===== config.mk =====
export PLATFORM = sky130hd
export DESIGN_NAME = ball_physics_flat
export DESIGN_NICKNAME = d
export VERILOG_FILES = /design/src/rtl/ball_physics_if.sv /design/src/rtl/ball_physics.sv /design/src/flat_wrapper.sv
export SDC_FILE = /design/constraint.sdc
export NUM_CORES = 1
export LEC_CHECK = 0
export CORE_UTILIZATION = 63
export DETAILED_ROUTE_END_ITERATION = 8
export PLACE_DENSITY = 0.88
export SLEW_MARGIN = 5
export SYNTH_ARGS = -nofsm -noshare
export SYNTH_HDL_FRONTEND = slang
export SYNTH_SLANG_ARGS = --single-unit

===== constraint.sdc =====
create_clock -name clk -period 14.45 [get_ports clk]
set_input_delay 2.89 -clock clk [delete_from_list [all_inputs] [get_ports clk]]
set_output_delay 2.89 -clock clk [all_outputs]
set_load 0.05 [all_outputs]

===== src/rtl/ball_physics_if.sv =====
// Bus between the ball physics engine and the game logic.
//   frame_tick     : one-cycle pulse, advance one physics step
//   paddleLeftPos  : [31:16] paddle left-edge x, [15:0] paddle center y
//   paddleRightPos : same format as paddleLeftPos
//   ballPosition   : [31:16] ball x (top-left), [15:0] ball y
//   ballVelocity   : [15:8] signed vx, [7:0] signed vy
//   playerDidScore : 01 left scored, 10 right scored (1-cycle pulse)
//   ball_update    : one-cycle pulse, ball outputs changed this cycle
// master drives the frame tick and paddles; slave is the physics engine.
interface ball_physics_if;
  logic        frame_tick;
  logic [31:0] paddleLeftPos;
  logic [31:0] paddleRightPos;
  logic [31:0] ballPosition;
  logic [15:0] ballVelocity;
  logic [1:0]  playerDidScore;
  logic        ball_update;

  modport master (
    output frame_tick, paddleLeftPos, paddleRightPos,
    input  ballPosition, ballVelocity, playerDidScore, ball_update
  );

  modport slave (
    input  frame_tick, paddleLeftPos, paddleRightPos,
    output ballPosition, ballVelocity, playerDidScore, ball_update
  );
endinterface


===== src/rtl/ball_physics.sv =====
// Pong ball physics: serve delay, per-frame motion, wall and paddle bounces,
// miss detection with score pulse.
// Ports:
//   clk : system clock
//   rst : synchronous active-high reset, overrides every other input
//   bus : ball_physics_if.slave (frame tick and paddles in, ball state out)
// Optional feature macro: BALL_SPEEDUP_EN -- each paddle hit adds 1 to |vx|,
// saturating at MAX_VX. Without it |vx| stays INIT_VX for the whole rally.
module ball_physics #(
  parameter int SCREEN_W           = 640,
  parameter int SCREEN_H           = 480,
  parameter int BALL_SIZE          = 8,
  parameter int HALF_PADDLE_HEIGHT = 50,
  parameter int PADDLE_WIDTH       = 10,
  parameter int SERVE_DELAY        = 60,
  parameter int INIT_VX            = 4,
  parameter int INIT_VY            = 2,
  parameter int MAX_VX             = 12
) (
  input logic           clk,
  input logic           rst,
  ball_physics_if.slave bus
);

  typedef enum logic [1:0] {SERVE_WAIT, PLAY, SCORED} state_t;

  localparam logic [15:0]        CX      = 16'(SCREEN_W / 2 - BALL_SIZE / 2);
  localparam logic [15:0]        CY      = 16'(SCREEN_H / 2 - BALL_SIZE / 2);
  localparam logic [15:0]        DELAY   = 16'(SERVE_DELAY);
  localparam logic signed [7:0]  IVX     = 8'(INIT_VX);
  localparam logic signed [7:0]  IVY     = 8'(INIT_VY);
  // 19-bit compare domain: paddle x + width cannot overflow, 17-bit sums sign-extend.
  localparam logic signed [18:0] BS_W    = 19'(BALL_SIZE);
  localparam logic signed [18:0] HBS_W   = 19'(BALL_SIZE / 2);
  localparam logic signed [18:0] PW_W    = 19'(PADDLE_WIDTH);
  localparam logic signed [18:0] HPH_W   = 19'(HALF_PADDLE_HEIGHT);
  localparam logic signed [18:0] XLIM_W  = 19'(SCREEN_W - BALL_SIZE);
  localparam logic signed [18:0] YLIM_W  = 19'(SCREEN_H - BALL_SIZE);
`ifdef BALL_SPEEDUP_EN
  localparam logic signed [7:0]  MAXV    = 8'(MAX_VX);
`endif

  state_t           state_q, state_d;
  logic [15:0]      cnt_q, cnt_d;
  logic [15:0]      x_q, x_d, y_q, y_d;
  logic signed [7:0] vx_q, vx_d, vy_q, vy_d;
  logic [1:0]       score_q, score_d;
  logic             upd_q, upd_d;
  // Serve direction: 0 serves toward +x, 1 toward -x (player who last conceded).
  logic             dir_q, dir_d;

  logic signed [16:0] nx, ny;
  logic signed [18:0] nx_w, ny_w, cy_w;
  logic signed [18:0] lx_w, ly_w, rx_w, ry_w, dl_w, dr_w;
  logic signed [18:0] lx_edge, rx_edge;
  logic               win_l, win_r, hit_l, hit_r, hit;
  logic               top, bot, miss_l, miss_r;
  logic signed [7:0]  abs_vx, mag_hit, vx_hit;

  // Motion and collision terms, evaluated every cycle but used only on a PLAY tick.
  always_comb begin
    nx   = {1'b0, x_q} + {{9{vx_q[7]}}, vx_q};
    ny   = {1'b0, y_q} + {{9{vy_q[7]}}, vy_q};
    nx_w = {{2{nx[16]}}, nx};
    ny_w = {{2{ny[16]}}, ny};
    cy_w = ny_w + HBS_W;

    lx_w = {3'b000, bus.paddleLeftPos[31:16]};
    ly_w = {3'b000, bus.paddleLeftPos[15:0]};
    rx_w = {3'b000, bus.paddleRightPos[31:16]};
    ry_w = {3'b000, bus.paddleRightPos[15:0]};
    dl_w = cy_w - ly_w;
    dr_w = cy_w - ry_w;
    win_l = (dl_w <= HPH_W) && (dl_w >= -HPH_W);
    win_r = (dr_w <= HPH_W) && (dr_w >= -HPH_W);

    lx_edge = lx_w + PW_W;
    rx_edge = rx_w - BS_W;
    hit_l = vx_q[7] && (nx_w <= lx_edge) && (nx_w + BS_W > lx_w) && win_l;
    hit_r = !vx_q[7] && (vx_q != 8'sd0) && (nx_w + BS_W >= rx_w) && (nx_w < rx_w + PW_W) &&
            win_r;
    hit   = hit_l || hit_r;

    top    = ny_w[18];
    bot    = ny_w > YLIM_W;
    miss_l = nx_w[18] && !hit;
    miss_r = (nx_w > XLIM_W) && !hit;

    abs_vx = vx_q[7] ? -vx_q : vx_q;
`ifdef BALL_SPEEDUP_EN
    mag_hit = (abs_vx >= MAXV) ? MAXV : abs_vx + 8'sd1;
`else
    mag_hit = abs_vx;
`endif
    // Reflect vx: the new sign is the opposite of the current one.
    vx_hit = vx_q[7] ? mag_hit : -mag_hit;
  end

  always_comb begin
    state_d = state_q;
    cnt_d   = cnt_q;
    x_d     = x_q;
    y_d     = y_q;
    vx_d    = vx_q;
    vy_d    = vy_q;
    score_d = 2'b00;
    upd_d   = 1'b0;
    dir_d   = dir_q;

    unique case (state_q)
      SERVE_WAIT: begin
        x_d  = CX;
        y_d  = CY;
        vx_d = 8'sd0;
        vy_d = 8'sd0;
        if (cnt_q == DELAY) begin
          state_d = PLAY;
          vx_d    = dir_q ? -IVX : IVX;
          vy_d    = IVY;
        end else if (bus.frame_tick) begin
          cnt_d = cnt_q + 16'd1;
        end
      end

      PLAY: begin
        if (bus.frame_tick) begin
          if (miss_l) begin
            score_d = 2'b10;
            dir_d   = 1'b1;
            state_d = SCORED;
          end else if (miss_r) begin
            score_d = 2'b01;
            dir_d   = 1'b0;
            state_d = SCORED;
          end else begin
            upd_d = 1'b1;
            if (hit_l) begin
              x_d  = lx_edge[15:0];
              vx_d = vx_hit;
            end else if (hit_r) begin
              x_d  = rx_edge[15:0];
              vx_d = vx_hit;
            end else begin
              x_d = nx[15:0];
            end
            if (top) begin
              y_d  = 16'd0;
              vy_d = -vy_q;
            end else if (bot) begin
              y_d  = YLIM_W[15:0];
              vy_d = -vy_q;
            end else begin
              y_d = ny[15:0];
            end
          end
        end
      end

      SCORED: begin
        x_d     = CX;
        y_d     = CY;
        vx_d    = 8'sd0;
        vy_d    = 8'sd0;
        cnt_d   = 16'd0;
        upd_d   = 1'b1;
        state_d = SERVE_WAIT;
      end

      default: begin
        state_d = SERVE_WAIT;
      end
    endcase
  end

  always_ff @(posedge clk) begin
    if (rst) begin
      state_q <= SERVE_WAIT;
      cnt_q   <= 16'd0;
      x_q     <= CX;
      y_q     <= CY;
      vx_q    <= 8'sd0;
      vy_q    <= 8'sd0;
      score_q <= 2'b00;
      upd_q   <= 1'b0;
      dir_q   <= 1'b0;
    end else begin
      state_q <= state_d;
      cnt_q   <= cnt_d;
      x_q     <= x_d;
      y_q     <= y_d;
      vx_q    <= vx_d;
      vy_q    <= vy_d;
      score_q <= score_d;
      upd_q   <= upd_d;
      dir_q   <= dir_d;
    end
  end

  assign bus.ballPosition   = {x_q, y_q};
  assign bus.ballVelocity   = {vx_q, vy_q};
  assign bus.playerDidScore = score_q;
  assign bus.ball_update    = upd_q;

endmodule


===== src/flat_wrapper.sv =====
// flat-port wrapper written by rule: the top's interface ports become plain ports
module ball_physics_flat 
#(
  parameter int SCREEN_W           = 640,
  parameter int SCREEN_H           = 480,
  parameter int BALL_SIZE          = 8,
  parameter int HALF_PADDLE_HEIGHT = 50,
  parameter int PADDLE_WIDTH       = 10,
  parameter int SERVE_DELAY        = 60,
  parameter int INIT_VX            = 4,
  parameter int INIT_VY            = 2,
  parameter int MAX_VX             = 12
)
  (clk, rst, bus_frame_tick, bus_paddleLeftPos, bus_paddleRightPos, bus_ballPosition, bus_ballVelocity, bus_playerDidScore, bus_ball_update);
  ball_physics_if bus_i ();
  input logic clk;
  input logic rst;
  input wire logic [$bits(bus_i.frame_tick)-1:0] bus_frame_tick;
  input wire logic [$bits(bus_i.paddleLeftPos)-1:0] bus_paddleLeftPos;
  input wire logic [$bits(bus_i.paddleRightPos)-1:0] bus_paddleRightPos;
  output wire logic [$bits(bus_i.ballPosition)-1:0] bus_ballPosition;
  output wire logic [$bits(bus_i.ballVelocity)-1:0] bus_ballVelocity;
  output wire logic [$bits(bus_i.playerDidScore)-1:0] bus_playerDidScore;
  output wire logic [$bits(bus_i.ball_update)-1:0] bus_ball_update;
  assign bus_i.frame_tick = bus_frame_tick;
  assign bus_i.paddleLeftPos = bus_paddleLeftPos;
  assign bus_i.paddleRightPos = bus_paddleRightPos;
  assign bus_ballPosition = bus_i.ballPosition;
  assign bus_ballVelocity = bus_i.ballVelocity;
  assign bus_playerDidScore = bus_i.playerDidScore;
  assign bus_ball_update = bus_i.ball_update;
  ball_physics #(.SCREEN_W(SCREEN_W), .SCREEN_H(SCREEN_H), .BALL_SIZE(BALL_SIZE), .HALF_PADDLE_HEIGHT(HALF_PADDLE_HEIGHT), .PADDLE_WIDTH(PADDLE_WIDTH), .SERVE_DELAY(SERVE_DELAY), .INIT_VX(INIT_VX), .INIT_VY(INIT_VY), .MAX_VX(MAX_VX)) u_core (.clk(clk), .rst(rst), .bus(bus_i));
endmodule

==> flow_summary.ini, run 1 <==
[outcome]
status = complete, no violations

[die]
die_h_microns = 129.7
placeableCoreArea_sq_um = 15890
die_w_microns = 129.7
start_util = 0.6471
die_area_sq_um = 16830
ios = 118
rows = 46

[global_routing]
grt.total_usage = 0.3540
grt_pass1_vias = 9644
globalRouteOverflowTotal = 0
antenna_found_initial = 0
grt_pass1_wl_microns = 47380
grt_max_degree = 25

[critical_path]
slowest_delay_ns = 0.89
crit_top_cell = ha_1
critPathLaunchType = input port
critical_path_required_ns = 14.68
crit_path_top_delay_cell = o31a_1
crit_arrival_ns = 8.57
crit_chain = clkdlybuf4s50_1 > inv_1 > ha_1 > a21oi_1 > nor3_1 > nand3_1 > xnor2_1 > ha_1 > or3_1 > a221oi_1 > o2111ai_1 > a31oi_1 > and4_1 > nor4b_1 > a41o_2 > o31a_1 > nand2_4 > o32a_1
crit_path_max_fanout = 24
crit_path_end_kind = register
path_class = in -> reg
crit_buf_inv = 2
crit_family = compound AO/OA/AOI/OAI gates

[clock_network]
cts_num_sinks = 70
cts-root-buf = clkbuf_16
cts_setup_buffers = 0
cts_resized = 0
htree_num_levels = 3
clk_latency_ns = 0.34
cts_buffers = 9
cts_tree = built
cts_buffer_depth = 2
postCtsHoldBufs = 0
path_clk_slew_ns = 0.06

[power_and_ir_drop]
ir_drop_mv = 0.05307
power_density_nw_per_um2 = 43.04
leakagePower_nw = 5.046

[routing]
drtIter0Drc = 917
vias = 10540
drt_first_pass_iters = 6
drc = 0
post_drt_wl_per_cell_microns = 18.23
wl_microns = 29950
ant_nets = 0
viasPerCell = 6.413

[cells_and_area]
final-seq-area_sq_um = 1401
fillers = 1249
fin_util = 0.7467
final_cells = 1643
drive_above_1_share = 0.06167
diodes = 0
area_growth_pct = 15.40
nets = 1636
multiInputGateArea_sq_um = 8305

[synthesis]
seq_area_frac_synth = 0.1363
yosys_most_used_dff = dfxtp_1
ys_types = 105
ys_seq_elements = 70
synth_edf_count = 0
synth_warnings = 0
synthCells = 1322
synthArstFlopShare = 0
synth_area_sq_um = 10280
syn_nets = 1536
avgSynthCellArea_sq_um = 7.775

[sta]
hold_viol = 0
setup_viol = 0
skew_ns = 0.009112
fin_tns_setup_ns = 0
tightestPinTransition_ns = 1.087
slew_violations = 0
clock.fmax_ghz = 0.1200
maxSlewHeadroom = 0.2719
rsz0062_at_grt = false
min_period_ns = 8.336
period_share = 0.5769

[placement]
dp_cells = 1627
place_congestion = 0.9796
dp_hpwl_microns = 23930
place.port_buffers = 117

[min_path]
hp-class = reg -> reg

[run]
cap_viol_max_count = 0
## path summary, 6_finish.rpt
kind | depth (start not counted) | slack (ns) | to | from
worst max register to register | 21 | 6.76 | u_core.x_q[2] | u_core.vx_q[7]
worst min-delay path | 2 | 0.48 | u_core.cnt_q[5] | u_core.cnt_q[5]
worst min register to register | 2 | 0.48 | u_core.cnt_q[5] | u_core.cnt_q[5]
worst max-delay path | 18 | 6.11 | u_core.x_q[2] | bus_paddleRightPos[19]
## per-layer routing
metal,global-route usage,share of wire
met5,0,0
met4,0.1060,0.027
met1,0.4795,0.44
met3,0.06068,0.087
met2,0.5741,0.45
## placed cells by master, fill, tap and decap left out, types with 21 or more instances in the layout
cell / n
o21ai_0: 52
clkdlybuf4s50_1: 117
nor3_1: 47
and2_1: 21
nand3_1: 43
a21o_1: 31
xor2_1: 33
nand2_1: 92
xnor2_1: 81
a21oi_1: 82
ha_1: 143
nor2_1: 98
dfxtp_1: 70
nand4_1: 25
inv_1: 108
mux2i_1: 30
## cell families (layout without fill, tap and decap cells)
kind of cell,Yosys count,count (layout),share of synthesized area
AOI/OAI and AO/OA,360,360,0.2534
muxes,43,43,0.04346
xor gates and xnor gates,116,116,0.1003
adders and majority gates,147,147,0.1819
DFF,70,70,0.1363
buffers and inverters,142,247,0.05563
and+or+nand+nor,444,444,0.2290
## power breakdown
group          internal [W]  switching [W]
logic             0.0000487      0.0000563
clock network      0.000118      0.0000938
registers          0.000193    0.000000379
total              0.000360       0.000150
## cells in the mapped netlist (8+ instances only)
cell         n  share of area
ha_1       143           0.17
nor3_1      47          0.023
a31oi_1     13         0.0079
mux2_2      13          0.014
o21ai_0     52          0.025
o211ai_1    19          0.014
nand2b_1    10         0.0061
nor4_1      13         0.0079
or3_1       13         0.0079
o2bb2ai_1   11         0.0094
nor2b_1     10         0.0061
xnor2_1     81          0.069
nand3_1     43          0.021
nand4_1     25          0.015
a211oi_1    15          0.011
o21ai_1      8         0.0039
o21a_1      13         0.0095
mux2i_1     30          0.029
and3_1      17          0.010
a21o_1      31          0.023
nor2_1      98          0.036
xor2_1      33          0.028
dfxtp_1     70           0.14
and2_1      21          0.013
nand2_1     92          0.034
inv_1      108          0.039
a21oi_1     82          0.040
clkbuf_1    16         0.0058
## worst reg2reg max path: stages, from the launching register on
cell,delay (ns)
dfxtp_1,0.92
ha_1,0.43
a2111oi_0,0.47
o21ai_1,0.23
a41o_1,0.37
xor2_2,0.33
nand4_1,0.23
or2_2,0.38
nor4_1,0.29
xnor2_1,0.15
ha_1,0.33
nand2_1,0.06
o21ai_0,0.41
a211oi_1,0.09
o21ai_0,0.24
a22oi_1,0.14
o221ai_1,0.34
nand2_1,0.15
o32ai_4,0.61
o31a_1,0.88
nand2_4,0.13
o32a_1,0.38
## flip-flops by register name, indices dropped and copies added, names as in the netlist
| name | count |
|---|---|
| u_core.cnt_q | 16 |
| u_core.x_q | 16 |
| u_core.y_q | 16 |
| u_core.vx_q | 8 |
| u_core.vy_q | 8 |
| u_core.bus.playerDidScore | 2 |
| u_core.state_q | 2 |
| u_core.bus.ball_update | 1 |
| u_core.dir_q | 1 |
## stage by stage
step	total power, W	hold WS, ns	setup slack (ns)	area [sq um]
5_1_grt	0.0005301	0.4994	5.741	11860
4_1_cts	0.0005087	0.4837	6.224	11860
2_1_floorplan	0.0002614	0.4539	7.757	10280
3_5_place_dp	0.0003004	0.4747	5.889	11580
3_3_place_gp	0.0002981	0.4711	6.083	11580
6_report	0.0005105	0.4810	6.114	11860
## area by class of cell
cell class,instances,area share
Clock buffer,9,0.01899
Clock inverter,7,0.004430
Inverter,112,0.03544
Multi-Input combinational cell,1110,0.7002
Sequential cell,70,0.1181
Tap cell,216,0.02278
Timing Repair Buffer,119,0.1000
No activity file was read; power rests on OpenSTA's default activity.
==> inputs of run 2 (changes only) <==
--- a/config.mk
+++ b/config.mk
@@ -5,9 +5,9 @@
 export SDC_FILE = /design/constraint.sdc
 export NUM_CORES = 1
 export LEC_CHECK = 0
-export CORE_UTILIZATION = 63
+export CORE_UTILIZATION = 53
 export DETAILED_ROUTE_END_ITERATION = 8
-export PLACE_DENSITY = 0.88
+export PLACE_DENSITY = 0.79
 export SLEW_MARGIN = 5
 export SYNTH_ARGS = -nofsm -noshare
 export SYNTH_HDL_FRONTEND = slang
==> constraint.sdc (replaced) <==
create_clock -name clk -period 7.6 [get_ports clk]
set_input_delay 1.52 -clock clk [delete_from_list [all_inputs] [get_ports clk]]
set_output_delay 1.52 -clock clk [all_outputs]
set_load 0.05 [all_outputs]
==> run 2 against run 1 <==
Combinational power is 91% higher. Critical path depth increased by 4. Sequential share of layout area shrank 0.16 points. First-iteration DRC count down 20%. Core utilization shrank 11 points. Sequential power rose by 90%. Clock power rose by 140%. Setup slack got worse by 5.3 ns. Total power is 110% higher. Largest power group unchanged.
==> flow_summary.ini, run 2 (synthesized netlist as in run 1, its figures left out) <==
[critical_path]
critPathLaunchType = register
crit_arrival_ns = 7.03
slowest_delay_ns = 0.77
crit_path_end_kind = register
crit_family = compound AO/OA/AOI/OAI gates
path_class = reg -> reg
critical_path_required_ns = 7.87
crit_path_top_delay_cell = o2111a_1
crit_path_max_fanout = 17
crit_chain = ha_1 > inv_1 > fa_1 > nor2b_4 > o21a_1 > or3_1 > nand4_1 > nor2_1 > nand2_1 > xnor2_1 > ha_1 > a211oi_1 > o22ai_1 > or2_2 > a2111oi_2 > nand4_1 > nand3b_1 > or4_1 > a2111oi_0 > o2111a_1 > mux2_2 > o2bb2ai_1
crit_buf_inv = 1

[sta]
tightestPinTransition_ns = 0.8057
clock.fmax_ghz = 0.1480
slew_violations = 0
min_period_ns = 6.758
skew_ns = 0.008650
rsz0062_at_grt = false
hold_viol = 0
setup_viol = 0
maxSlewHeadroom = 0.4629
period_share = 0.8892
fin_tns_setup_ns = 0

[routing]
ant_nets = 0
viasPerCell = 6.177
vias = 10450
drt_first_pass_iters = 5
wl_microns = 30110
drc = 0
post_drt_wl_per_cell_microns = 17.81
drtIter0Drc = 736

[clock_network]
cts_buffer_depth = 2
clk_latency_ns = 0.35
cts_resized = 0
cts_num_sinks = 70
htree_num_levels = 3
cts_tree = built
cts-root-buf = clkbuf_16
cts_buffers = 9
cts_setup_buffers = 0
postCtsHoldBufs = 0
path_clk_slew_ns = 0.06

[placement]
place_congestion = 0.9727
place.port_buffers = 117
dp_hpwl_microns = 24080

[cells_and_area]
final_cell_mix = 143 x ha_1, 117 x clkdlybuf4s50_1, 108 x inv_1
diodes = 0
final-seq-area_sq_um = 1401
nets = 1640
multiInputGateArea_sq_um = 8305
area_growth_pct = 16.98
fillers = 1682
mostFrequentLayoutCell = ha_1
reg_top3 = u_core.cnt_q x16, u_core.x_q x16, u_core.y_q x16
drive_above_1_share = 0.06429
fin_util = 0.6385

[power_and_ir_drop]
power_density_nw_per_um2 = 89.68
leakagePower_nw = 5.102
ir_drop_mv = 0.1050

[global_routing]
grt_pass1_wl_microns = 48480
grt_pass1_vias = 9823
grt_max_degree = 25
globalRouteOverflowTotal = 0
antenna_found_initial = 0
grt.total_usage = 0.3010

[die]
placeableCoreArea_sq_um = 18830
rows = 50
die_h_microns = 141.3
die_w_microns = 141.3
start_util = 0.5458
ios = 118
die_area_sq_um = 19950

[min_path]
hp-class = reg -> reg

[run]
cap_viol_max_count = 0

[outcome]
status = complete, no violations
-- run 2: cell count changes in the layout (fill, tap and decap cells not counted) --
cell        previous run  this run
clkinvlp_4             1         0
clkbuf_8               0         1
bufinv_16              0         3
inv_6                  4         2
clkinv_4               0         1
clkinv_2               2         0
buf_4                  2         6
-- run 2: tightest hold or removal path, stage by stage, from the launching register on --
cell and delay, ns:
dfxtp_1 0.31, o21ai_0 0.06, a21oi_1 0.06
-- run 2: routing by layer --
metal	vias up	GRT usage	part of all wire
met5	-	0	0
met4	0	0.09439	0.022
met3	54	0.04894	0.072
met2	438	0.5039	0.46
met1	4867	0.3943	0.45
li1	5087	-	-
-- run 2: worst paths after layout --
| path | startpoint | end | slack [ns] | depth (start not counted) |
|---|---|---|---|---|
| hold reg to reg | u_core.cnt_q[5] | u_core.cnt_q[5] | 0.49 | 2 |
| setup / recovery | u_core.vy_q[0] | u_core.x_q[14] | 0.84 | 22 |
| setup reg to reg | u_core.vy_q[0] | u_core.x_q[14] | 0.84 | 22 |
| hold / removal | u_core.cnt_q[5] | u_core.cnt_q[5] | 0.49 | 2 |
-- run 2: area by class of cell --
class                   instances  area share
repair buffers                123      0.1011
inverters                     112     0.03496
flip-flops and latches         70      0.1165
well taps                     260     0.02706
multi-input cells            1110      0.6907
clock inverters                 6    0.009677
clock buffers                  10     0.01988
-- run 2: metrics by stage --
stage / cells / power (W) / hold slack (ns) / setup WS [ns] / instance area (sq um)
6_report: 1691 / 0.001078 / 0.4857 / 0.8422 / 12020
2_1_floorplan: 1322 / 0.0004971 / 0.4539 / 1.643 / 10280
3_5_place_dp: 1675 / 0.0005726 / 0.4690 / 0.8138 / 11670
4_1_cts: 1691 / 0.001077 / 0.4851 / 0.9334 / 12020
5_1_grt: 1691 / 0.001118 / 0.5144 / 0.5175 / 12020
3_3_place_gp: 1675 / 0.0005684 / 0.4609 / 0.9831 / 11670
-- run 2: power by group --
group	internal, W	switching (W)	total, W	leakage, nW
sequential	0.000368	0.000000706	0.000368	0.564
clock	0.000332	0.000177	0.000509	0.174
combinational	0.0000928	0.000108	0.000201	4.36
total	0.000793	0.000285	0.00108	5.10
==> inputs of run 3 (changes only) <==
--- a/config.mk
+++ b/config.mk
@@ -7,6 +7,7 @@
 export LEC_CHECK = 0
 export CORE_UTILIZATION = 53
 export DETAILED_ROUTE_END_ITERATION = 8
+export MAX_ROUTING_LAYER = met4
 export PLACE_DENSITY = 0.79
 export SLEW_MARGIN = 5
 export SYNTH_ARGS = -nofsm -noshare
==> run 3 against run 2 <==
Final cell count barely moved. Core utilization fell by 0.35 points. Combinational power barely moved. Largest cell class unchanged. Sequential share of layout area rose by 0.063 points. Register-to-register slack improved by 0.04 ns. Fmax rose by 0.60%. Via count fell by 0.37%. Non-clock buffer count fell by 1. Clock-buffer cell count fell by 1. First-iteration DRC count fell by 8.0%. Clock skew fell by 0.0027 ns.
==> flow_summary.ini, run 3 (synthesized netlist as in run 1, its figures left out) <==
[clock_network]
cts_tree = built
cts_buffers = 9
cts_num_sinks = 70
clk_latency_ns = 0.34
path_clk_slew_ns = 0.06
cts_buffer_depth = 2
cts_setup_buffers = 0
postCtsHoldBufs = 0
htree_num_levels = 3
cts-root-buf = clkbuf_16
cts_resized = 0

[placement]
dp_hpwl_microns = 24090
place.port_buffers = 117
place_congestion = 0.9752
pre_cts_slack_ns = 0.8246

[global_routing]
globalRouteOverflowTotal = 0
antenna_found_initial = 0
grt.total_usage = 0.3060
grt_max_degree = 25
grt_pass1_vias = 9662
grt_pass1_wl_microns = 47860

[sta]
hold_viol = 0
period_share = 0.8839
tightestPinTransition_ns = 1.086
maxSlewHeadroom = 0.2728
rsz0062_at_grt = false
fin_ws_ns = 0.8822
skew_ns = 0.005978
slew_violations = 0
min_period_ns = 6.718
clock.fmax_ghz = 0.1489
setup_viol = 0
fin_tns_setup_ns = 0

[cells_and_area]
fillers = 1688
drive_above_1_share = 0.06364
multiInputGateArea_sq_um = 8305
area_growth_pct = 16.35
mostFrequentLayoutCell = ha_1
fin_util = 0.6351
final-seq-area_sq_um = 1401
final_cell_mix = 143 x ha_1, 117 x clkdlybuf4s50_1, 108 x inv_1
diodes = 0
nets = 1639
reg_top3 = u_core.cnt_q x16, u_core.x_q x16, u_core.y_q x16

[die]
die_w_microns = 141.3
ios = 118
die_h_microns = 141.3
die_area_sq_um = 19950
placeableCoreArea_sq_um = 18830
start_util = 0.5458
rows = 50

[power_and_ir_drop]
ir_drop_mv = 0.1469
swShare = 0.2832
p_seq_frac = 0.369
p_switching_w = 0.0002824
leakagePower_nw = 5.066
clock_power_share = 0.430
power_density_nw_per_um2 = 83.40
comb_power_share = 0.201
internal_power_w = 0.0007149

[critical_path]
path_class = reg -> reg
crit_arrival_ns = 6.99
crit_path_max_fanout = 17
crit_path_end_kind = register
critical_path_required_ns = 7.87
critPathLaunchType = register

[routing]
viasPerCell = 6.158
wl_microns = 29830
drtIter0Drc = 677
post_drt_wl_per_cell_microns = 17.65
drc = 0
vias = 10410
ant_nets = 0
drt_first_pass_iters = 5

[outcome]
status = complete, no violations

[run]
cap_viol_max_count = 0

[min_path]
hp-class = reg -> reg
[run 3: cell count changes in the layout (fill, tap and decap cells not counted)]
cell | previous run | this run
inv_6 | 2 | 1
clkinv_2 | 0 | 2
bufinv_16 | 3 | 1
clkinvlp_4 | 0 | 2
clkbuf_8 | 1 | 0
buf_4 | 6 | 5
[run 3: final timing paths]
path / startpoint / endpoint / slack [ns] / depth (start not counted)
worst max-delay path: u_core.vy_q[0] / u_core.x_q[13] / 0.88 / 22
worst min-delay path: u_core.y_q[0] / u_core.y_q[0] / 0.48 / 2
worst max register to register: u_core.vy_q[0] / u_core.x_q[13] / 0.88 / 22
worst min register to register: u_core.y_q[0] / u_core.y_q[0] / 0.48 / 2
[run 3: power by group through the flow]
stage / logic [W] / registers [W] / clock network, W
after detailed placement: 0.000196 / 0.000377 / 0
after CTS: 0.000197 / 0.000368 / 0.000435
after floorplan: 0.000121 / 0.000376 / 0
after global routing: 0.000220 / 0.000368 / 0.000451
after global placement: 0.000192 / 0.000377 / 0
final: 0.000200 / 0.000369 / 0.000429
[run 3: metal layers]
layer | global-route usage | up-vias | wire length [microns]
met5 | - | - | 0
met4 | 0.09783 | 0 | 691
met3 | 0.04927 | 53 | 2077
met2 | 0.4833 | 374 | 13460
met1 | 0.3983 | 4885 | 13590
li1 | - | 5095 | -
[run 3: stage by stage]
stage	power (W)	cell area, sq um	cells	hold WS (ns)
3_3_place_gp	0.0005688	11660	1674	0.4619
3_5_place_dp	0.0005723	11660	1674	0.4714
5_1_grt	0.001040	11960	1690	0.5114
4_1_cts	0.001001	11960	1690	0.4808
6_report	0.0009973	11960	1690	0.4843
2_1_floorplan	0.0004971	10280	1322	0.4539
[run 3: area by class of cell]
cell class | instances | share of cell area
Tap cell | 260 | 0.02720
Inverter | 112 | 0.03515
Clock inverter | 7 | 0.006068
Timing Repair Buffer | 122 | 0.1011
Multi-Input combinational cell | 1110 | 0.6945
Clock buffer | 9 | 0.01883
Sequential cell | 70 | 0.1172
[run 3: critical path: stages (launching register included)]
cell,delay (ns)
dfxtp_1,0.40
ha_1,0.23
inv_1,0.07
fa_1,0.43
nor2b_4,0.16
o21a_1,0.14
or3_1,0.15
nand4_1,0.17
nor2_1,0.42
nand2_1,0.12
xnor2_1,0.31
ha_1,0.38
a211oi_1,0.26
o22ai_1,0.16
or2_2,0.36
a2111oi_2,0.29
nand4_1,0.18
nand3b_1,0.19
or4_1,0.41
a2111oi_0,0.48
o2111a_1,0.78
mux2_2,0.43
o2bb2ai_1,0.12
